--- config.mk ---
export PLATFORM = sky130hd
export DESIGN_NAME = dac_spi_driver
export DESIGN_NICKNAME = d
export VERILOG_FILES = /design/src/rtl/dac_spi_driver_pkg.sv /design/src/rtl/dac_sclk_div.sv /design/src/rtl/dac_spi_driver.sv
export SDC_FILE = /design/constraint.sdc
export NUM_CORES = 1
export LEC_CHECK = 0
export BUFFER_PORTS_ARGS = -buffer_cell sky130_fd_sc_hd__buf_4
export CAP_MARGIN = 20
export CORE_UTILIZATION = 64
export DETAILED_ROUTE_END_ITERATION = 7
export PLACE_DENSITY_LB_ADDON = 0.25
export RECOVER_POWER = 100
export SYNTH_ARGS = -nofsm -noshare
export SYNTH_HDL_FRONTEND = slang
export SYNTH_SLANG_ARGS = --single-unit
--- constraint.sdc ---
create_clock -name sys_clk_i -period 4.9 [get_ports sys_clk_i]
set_input_delay 0.98 -clock sys_clk_i [delete_from_list [all_inputs] [get_ports sys_clk_i]]
set_output_delay 0.98 -clock sys_clk_i [all_outputs]
set_load 0.02 [all_outputs]
--- src/rtl/dac_spi_driver_pkg.sv ---
// dac_spi_driver_pkg: FSM state encoding, DAC config bits and 16-bit frame builder
package dac_spi_driver_pkg;
  typedef enum logic [2:0] {IDLE, SETUP, SHIFT, HOLD, GAP, LDAC} state_t;
  localparam int FRAME_W = 16;
  localparam int DAC_W = 12;
  localparam logic CFG_BUF = 1'b0;
  localparam logic CFG_GA_N = 1'b1;
  localparam logic CFG_SHDN_N = 1'b1;
  function automatic logic [FRAME_W-1:0] dac_frame(input logic ch, input logic [DAC_W-1:0] d);
    return {ch, CFG_BUF, CFG_GA_N, CFG_SHDN_N, d};
  endfunction
endpackage

--- src/rtl/dac_sclk_div.sv ---
// dac_sclk_div: CLK_DIV counter giving one-cycle sclk rise/fall enables; ports: sys_clk_i, sys_rst_i, clr (restart, next tick is a fall), rise, fall
module dac_sclk_div #(
  parameter int CLK_DIV = 4
) (
  input  logic sys_clk_i,
  input  logic sys_rst_i,
  input  logic clr,
  output logic rise,
  output logic fall
);
  localparam int CW = $clog2(CLK_DIV);
  logic [CW-1:0] cnt;
  logic ph;
  logic tick;
  assign tick = cnt == CW'(CLK_DIV - 1);
  assign rise = tick & ~ph;
  assign fall = tick & ph;
  always_ff @(posedge sys_clk_i or posedge sys_rst_i) begin
    if (sys_rst_i) begin
      cnt <= '0;
      ph <= 1'b1;
    end else if (clr) begin
      cnt <= '0;
      ph <= 1'b1;
    end else begin
      cnt <= tick ? '0 : cnt + 1'b1;
      ph <= ph ^ tick;
    end
  end
endmodule

--- src/rtl/dac_spi_driver.sv ---
// dac_spi_driver: sample-pair hold buffer + dual-channel 12-bit SPI DAC serialiser (mode 0); ports: sys_clk_i, sys_rst_i (async), ch1/ch2_data_i, smp_valid_i/smp_ready_o, busy_o, dac_sclk/mosi/cs_n_o, dac_ldac_n_o with macro DAC_LDAC_EN
module dac_spi_driver
  import dac_spi_driver_pkg::*;
#(
  parameter int DATA_W = 12,
  parameter int CLK_DIV = 4,
  parameter int CS_IDLE = 2
) (
  input  logic              sys_clk_i,
  input  logic              sys_rst_i,
  input  logic [DATA_W-1:0] ch1_data_i,
  input  logic [DATA_W-1:0] ch2_data_i,
  input  logic              smp_valid_i,
  output logic              smp_ready_o,
  output logic              busy_o,
  output logic              dac_sclk_o,
  output logic              dac_mosi_o,
  output logic              dac_cs_n_o
`ifdef DAC_LDAC_EN
  , output logic            dac_ldac_n_o
`endif
);
  if (DATA_W < 1 || DATA_W > DAC_W) begin : g_bad_w
    $error("DATA_W must be 1..12");
  end
  if (CLK_DIV < 2) begin : g_bad_div
    $error("CLK_DIV must be >= 2");
  end
  if (CS_IDLE < 1) begin : g_bad_idle
    $error("CS_IDLE must be >= 1");
  end
  state_t state, nxt;
  logic hold_full, ch, sclk, rise, fall, clr, load, gap_done;
  logic [DAC_W-1:0] hold_a, hold_b, cur_b;
  logic [FRAME_W-1:0] sr;
  logic [3:0] bit_cnt;
  logic [15:0] tmr;
  assign load = state == IDLE && hold_full;
  assign gap_done = tmr == 16'(CS_IDLE - 1);
  // divider restarts on every SETUP entry so each frame starts phase-aligned
  assign clr = nxt == SETUP && state != SETUP;
  dac_sclk_div #(.CLK_DIV(CLK_DIV)) u_div (
    .sys_clk_i(sys_clk_i),
    .sys_rst_i(sys_rst_i),
    .clr(clr),
    .rise(rise),
    .fall(fall)
  );
  always_comb begin
    nxt = state;
    case (state)
      IDLE:  nxt = hold_full ? SETUP : IDLE;
      SETUP: nxt = fall ? SHIFT : SETUP;
      SHIFT: nxt = fall && bit_cnt == 4'd0 ? HOLD : SHIFT;
      HOLD:  nxt = rise ? GAP : HOLD;
`ifdef DAC_LDAC_EN
      GAP:   nxt = !gap_done ? GAP : !ch ? SETUP : LDAC;
`else
      GAP:   nxt = !gap_done ? GAP : !ch ? SETUP : IDLE;
`endif
      LDAC:  nxt = tmr == 16'(2 * CLK_DIV - 1) ? IDLE : LDAC;
      default: nxt = IDLE;
    endcase
  end
  always_ff @(posedge sys_clk_i or posedge sys_rst_i) begin
    if (sys_rst_i) begin
      state <= IDLE;
      hold_full <= 1'b0;
      hold_a <= '0;
      hold_b <= '0;
      cur_b <= '0;
      ch <= 1'b0;
      sr <= '0;
      bit_cnt <= 4'd15;
      tmr <= '0;
      sclk <= 1'b0;
    end else begin
      state <= nxt;
      tmr <= nxt != state ? '0 : tmr + 16'd1;
      sclk <= state == SHIFT && (rise || (sclk && !fall));
      if (load) begin
        hold_full <= 1'b0;
      end else if (smp_valid_i && !hold_full) begin
        hold_full <= 1'b1;
        hold_a <= DAC_W'(ch1_data_i) << (DAC_W - DATA_W);
        hold_b <= DAC_W'(ch2_data_i) << (DAC_W - DATA_W);
      end
      if (load) begin
        sr <= dac_frame(1'b0, hold_a);
        cur_b <= hold_b;
        ch <= 1'b0;
        bit_cnt <= 4'd15;
      end else if (state == GAP && gap_done && !ch) begin
        sr <= dac_frame(1'b1, cur_b);
        ch <= 1'b1;
        bit_cnt <= 4'd15;
      end else if (state == SHIFT && fall && bit_cnt != 4'd0) begin
        sr <= {sr[FRAME_W-2:0], 1'b0};
        bit_cnt <= bit_cnt - 4'd1;
      end
    end
  end
  assign smp_ready_o = !hold_full;
  assign busy_o = state != IDLE;
  assign dac_sclk_o = sclk;
  assign dac_mosi_o = sr[FRAME_W-1];
  assign dac_cs_n_o = !(state == SETUP || state == SHIFT || state == HOLD);
`ifdef DAC_LDAC_EN
  assign dac_ldac_n_o = state != LDAC;
`endif
endmodule
==> impl_results.rst <==
.. list-table::
   :header-rows: 1

   * - Metric
     - Value
   * - Detailed Routing Iterations Pass 1
     - 4
   * - Number of enable-type register cells in the synthesized netlist
     - 0
   * - Worst EP required
     - 5.07 ns
   * - Htree depth
     - 3
   * - Via count
     - 2639
   * - Sequence of cells on the critical path
     - or4_4 -> nor4_4 -> nand2_1 -> a21oi_1 -> nor3_1
   * - Row count
     - 27
   * - Number of primary I/O pins
     - 32
   * - Number of DRC violations after detailed-routing iteration 0
     - 126
   * - Number of vias per cell after detailed routing
     - 5.775
   * - Number of buffers inserted during clock tree synthesis
     - 9
   * - Final setup violation count
     - 0
   * - Pwr Total
     - 2.380 mW
   * - Number of hold violations in the final report
     - 0
   * - Routability Congestion
     - 0.7796
   * - Worst-case setup margin in the final layout
     - 1.496 ns
   * - Area post-placement
     - 4114 um^2
   * - Area fraction of the dominant cell type after synthesis
     - 49.50%
   * - Total of cells resized after clock tree synthesis
     - 0
   * - Max clock buf depth
     - 2
   * - Syn Area/Cell
     - 10.92 um^2
   * - Routed WL
     - 7.318 mm
   * - Vert. Die Dim
     - 79.49 um
   * - Sort of element at the start of the critical path
     - flip-flop
   * - Sequential cell area
     - 2033 um^2
   * - Cell type with the highest aggregate area in the netlist
     - sky130_fd_sc_hd__dfrtp_1
   * - Syn Nets
     - 386
   * - Post-Synth XOR/XNOR Area
     - 3.875%
   * - Worst hold-check path type
     - flip-flop to flip-flop
   * - CTS clock-pin slew for the worst setup and hold paths
     - 0.08 ns
   * - Number of remaining DRC errors
     - 0
   * - Average routed wire per standard cell
     - 16.01 um
   * - Final Net Count
     - 415
   * - Synthesis-to-finish area growth
     - 10.29%
   * - Count of buffering cells on the critical path with inverters included
     - 0
   * - Cell at the slowest stage of the critical path
     - sky130_fd_sc_hd__a21oi_1
   * - Number of flip-flops and latches in the synthesized netlist
     - 81
   * - Slowest Stage Delay on Critical Path
     - 1.00 ns
   * - Adder-cell share of the synthesized area
     - 2.279%
   * - Pwr Density
     - 561.7 nW/um^2
   * - First-pass GRT wire length
     - 12.81 mm
   * - Clock root cell
     - sky130_fd_sc_hd__clkbuf_8
   * - Yosys warns
     - 0
   * - Pre-CTS worst setup slack
     - 1.950 ns
   * - Worst Path Arrival
     - 3.57 ns
   * - Post-CTS Setup Inserts
     - 0
   * - Number of antenna repair diodes
     - 0
   * - Worst-Margin Slew
     - 1.875 ns
   * - Pins over their slew limit
     - 66
   * - Distinct cell type count of the synthesized netlist
     - 46
   * - Cell types occupying the most area after synthesis
     - sky130_fd_sc_hd__dfrtp_1, sky130_fd_sc_hd__mux2_2, sky130_fd_sc_hd__nand2_1, sky130_fd_sc_hd__mux2i_1, sky130_fd_sc_hd__dfstp_2
   * - Largest net degree at the start of global routing
     - 46
   * - RSZ-0062 raised after global routing
     - no
   * - Number of global-route vias before repair
     - 2713
   * - Most frequent cells after synthesis
     - sky130_fd_sc_hd__dfrtp_1, sky130_fd_sc_hd__nand2_1, sky130_fd_sc_hd__mux2_2
   * - Sum of net half-perimeters after detailed placement
     - 4.909 mm
   * - Count of fill cells added during filler insertion
     - 395
   * - Aggregate global-route resource usage
     - 27.13%
   * - Main combinational cell family by area after synthesis
     - simple AND/OR/NAND/NOR gates
   * - Most repeated cell in the gate-level netlist after synthesis
     - sky130_fd_sc_hd__dfrtp_1
   * - Fraction of the mapped netlist area in compound gates
     - 7.880%
   * - Post-Synth Simple-Gate Area
     - 17.62%
   * - Total of buffers placed on input and output ports
     - 31
   * - Layout Skew
     - 0.009908 ns
   * - Fin Setup TNS
     - 0 ns
   * - Critical path start-end classification
     - flip-flop to flip-flop
   * - Largest vdd supply drop
     - 0.0003633 V
   * - Top flip-flop cell by instance count after synthesis
     - sky130_fd_sc_hd__dfrtp_1
   * - CTS Hold Buffers Added
     - 0
   * - Die X-Extent
     - 79.49 um
   * - ANT nets after route
     - 0
   * - Floorplan Core Area
     - 5642 um^2
   * - Grt total ovfl
     - 0
   * - Cell family with most CP delay
     - simple AND/OR/NAND/NOR gates
   * - Final std cell area, no fill
     - 4238 um^2
   * - Share of the cycle needed by the critical path after routing
     - 69.48%
   * - Worst skew pair latency
     - 0.35 ns
   * - Highest fanout seen on the critical path
     - 17
   * - Number of antenna violations at the first check in global routing
     - 0
   * - Die ar.
     - 6318 um^2
   * - Violated checks
     - max-capacitance violations, max-slew violations
   * - CTS sink cnt
     - 81
   * - TritonCTS clock tree
     - built
   * - Post-synthesis sequential area ratio
     - 52.91%
   * - Max-cap viol count
     - 2
   * - Outcome
     - complete, but fails checks
   * - Initial core utilization
     - 68.11%
   * - Share of synthesized area spent on multiplexers
     - 12.24%
   * - Final critical path time including I/O delays and setup
     - 3.404 ns
   * - Area of the multi-input gates
     - 1650 um^2
   * - Fraction of layout instances using a drive strength above 1
     - 20.52%
   * - Cell area after synthesis
     - 3842 um^2
   * - Synthesized instance count
     - 352
   * - Highest clock frequency the design can meet
     - 293.7 MHz
   * - Worst max-slew margin expressed relative to the limit
     - -25.67%
   * - Leakage component of the power
     - 1.962 nW
   * - Element type at the critical path end
     - flip-flop
   * - Share of synthesized registers carrying an async set or reset
     - 100.0%
cells by family after synthesis:
logic type,count (synthesis)
AOI/OAI and AO/OA,39
muxes,44
xor gates and xnor gates,17
adders and majority gates,7
buffers and inverters,29
and+or+nand+nor,135
DFF,81
metal layers:
metal | global-route usage (%) | vias up | share of wire (%)
met1 | 36.53 | 1293 | 44
met5 | 0 | - | 0
met4 | 10.91 | 0 | 2.0
met3 | 6.171 | 12 | 4.2
li1 | - | 1272 | -
met2 | 42.56 | 62 | 50
stage by stage:
step | utilization, % | instances | hold WS (ns)
after global placement | 72.92 | 441 | 0.4239
after detailed placement | 72.92 | 441 | 0.4549
final | 75.12 | 457 | 0.4540
after CTS | 76.20 | 456 | 0.4674
after global routing | 75.12 | 457 | 0.4720
after floorplan | - | 352 | 0.4139
sequential cells by signal (all words and copies together) (netlist names):
signal	count
state	3
sr	16
u_div.ph	1
ch	1
tmr	16
hold_b	12
dac_sclk_o	1
hold_a	12
bit_cnt	4
hold_full	1
u_div.cnt	2
cur_b	12
final cells by class:
| class | count | area share, % |
|---|---|---|
| Timing Repair Buffer | 35 | 5.492 |
| Tap cell | 72 | 2.126 |
| Inverter | 12 | 1.092 |
| Clock inverter | 5 | 1.358 |
| Multi-Input combinational cell | 242 | 38.94 |
| Clock buffer | 10 | 3.012 |
| Sequential cell | 81 | 47.98 |
cell usage in the layout, fill, tap and decap left out, drive strengths merged, types with 10 or more instances in the layout:
cell type / count
xnor2: 10
a21oi: 16
dfrtp: 76
nand2: 60
clkbuf: 20
mux2: 24
buf: 25
mux2i: 20
inv: 11
nor2: 15
nor3: 18
power breakdown:
part           switching [mW]  internal, mW
Clock                   0.236         0.233
Sequential              0.158         0.925
Combinational           0.464         0.363
final timing paths:
| check | start | endpoint | slack [ns] | cells past startpoint |
|---|---|---|---|---|
| setup / recovery | tmr[13]$_DFF_PP0_ | tmr[8]$_DFF_PP0_ | 1.50 | 5 |
| hold / removal | u_div.cnt[0]$_DFF_PP0_ | u_div.cnt[0]$_DFF_PP0_ | 0.45 | 1 |
| setup reg to reg | tmr[13]$_DFF_PP0_ | tmr[8]$_DFF_PP0_ | 1.50 | 5 |
| hold reg to reg | u_div.cnt[0]$_DFF_PP0_ | u_div.cnt[0]$_DFF_PP0_ | 0.45 | 1 |
| max in group asynchronous | sys_rst_i | bit_cnt[2]$_DFFE_PP1P_ | 2.57 | 3 |
| min in group asynchronous | sys_rst_i | hold_b[5]$_DFFE_PP0P_ | 1.10 | 2 |
No activity file was read; power rests on OpenSTA's default activity.
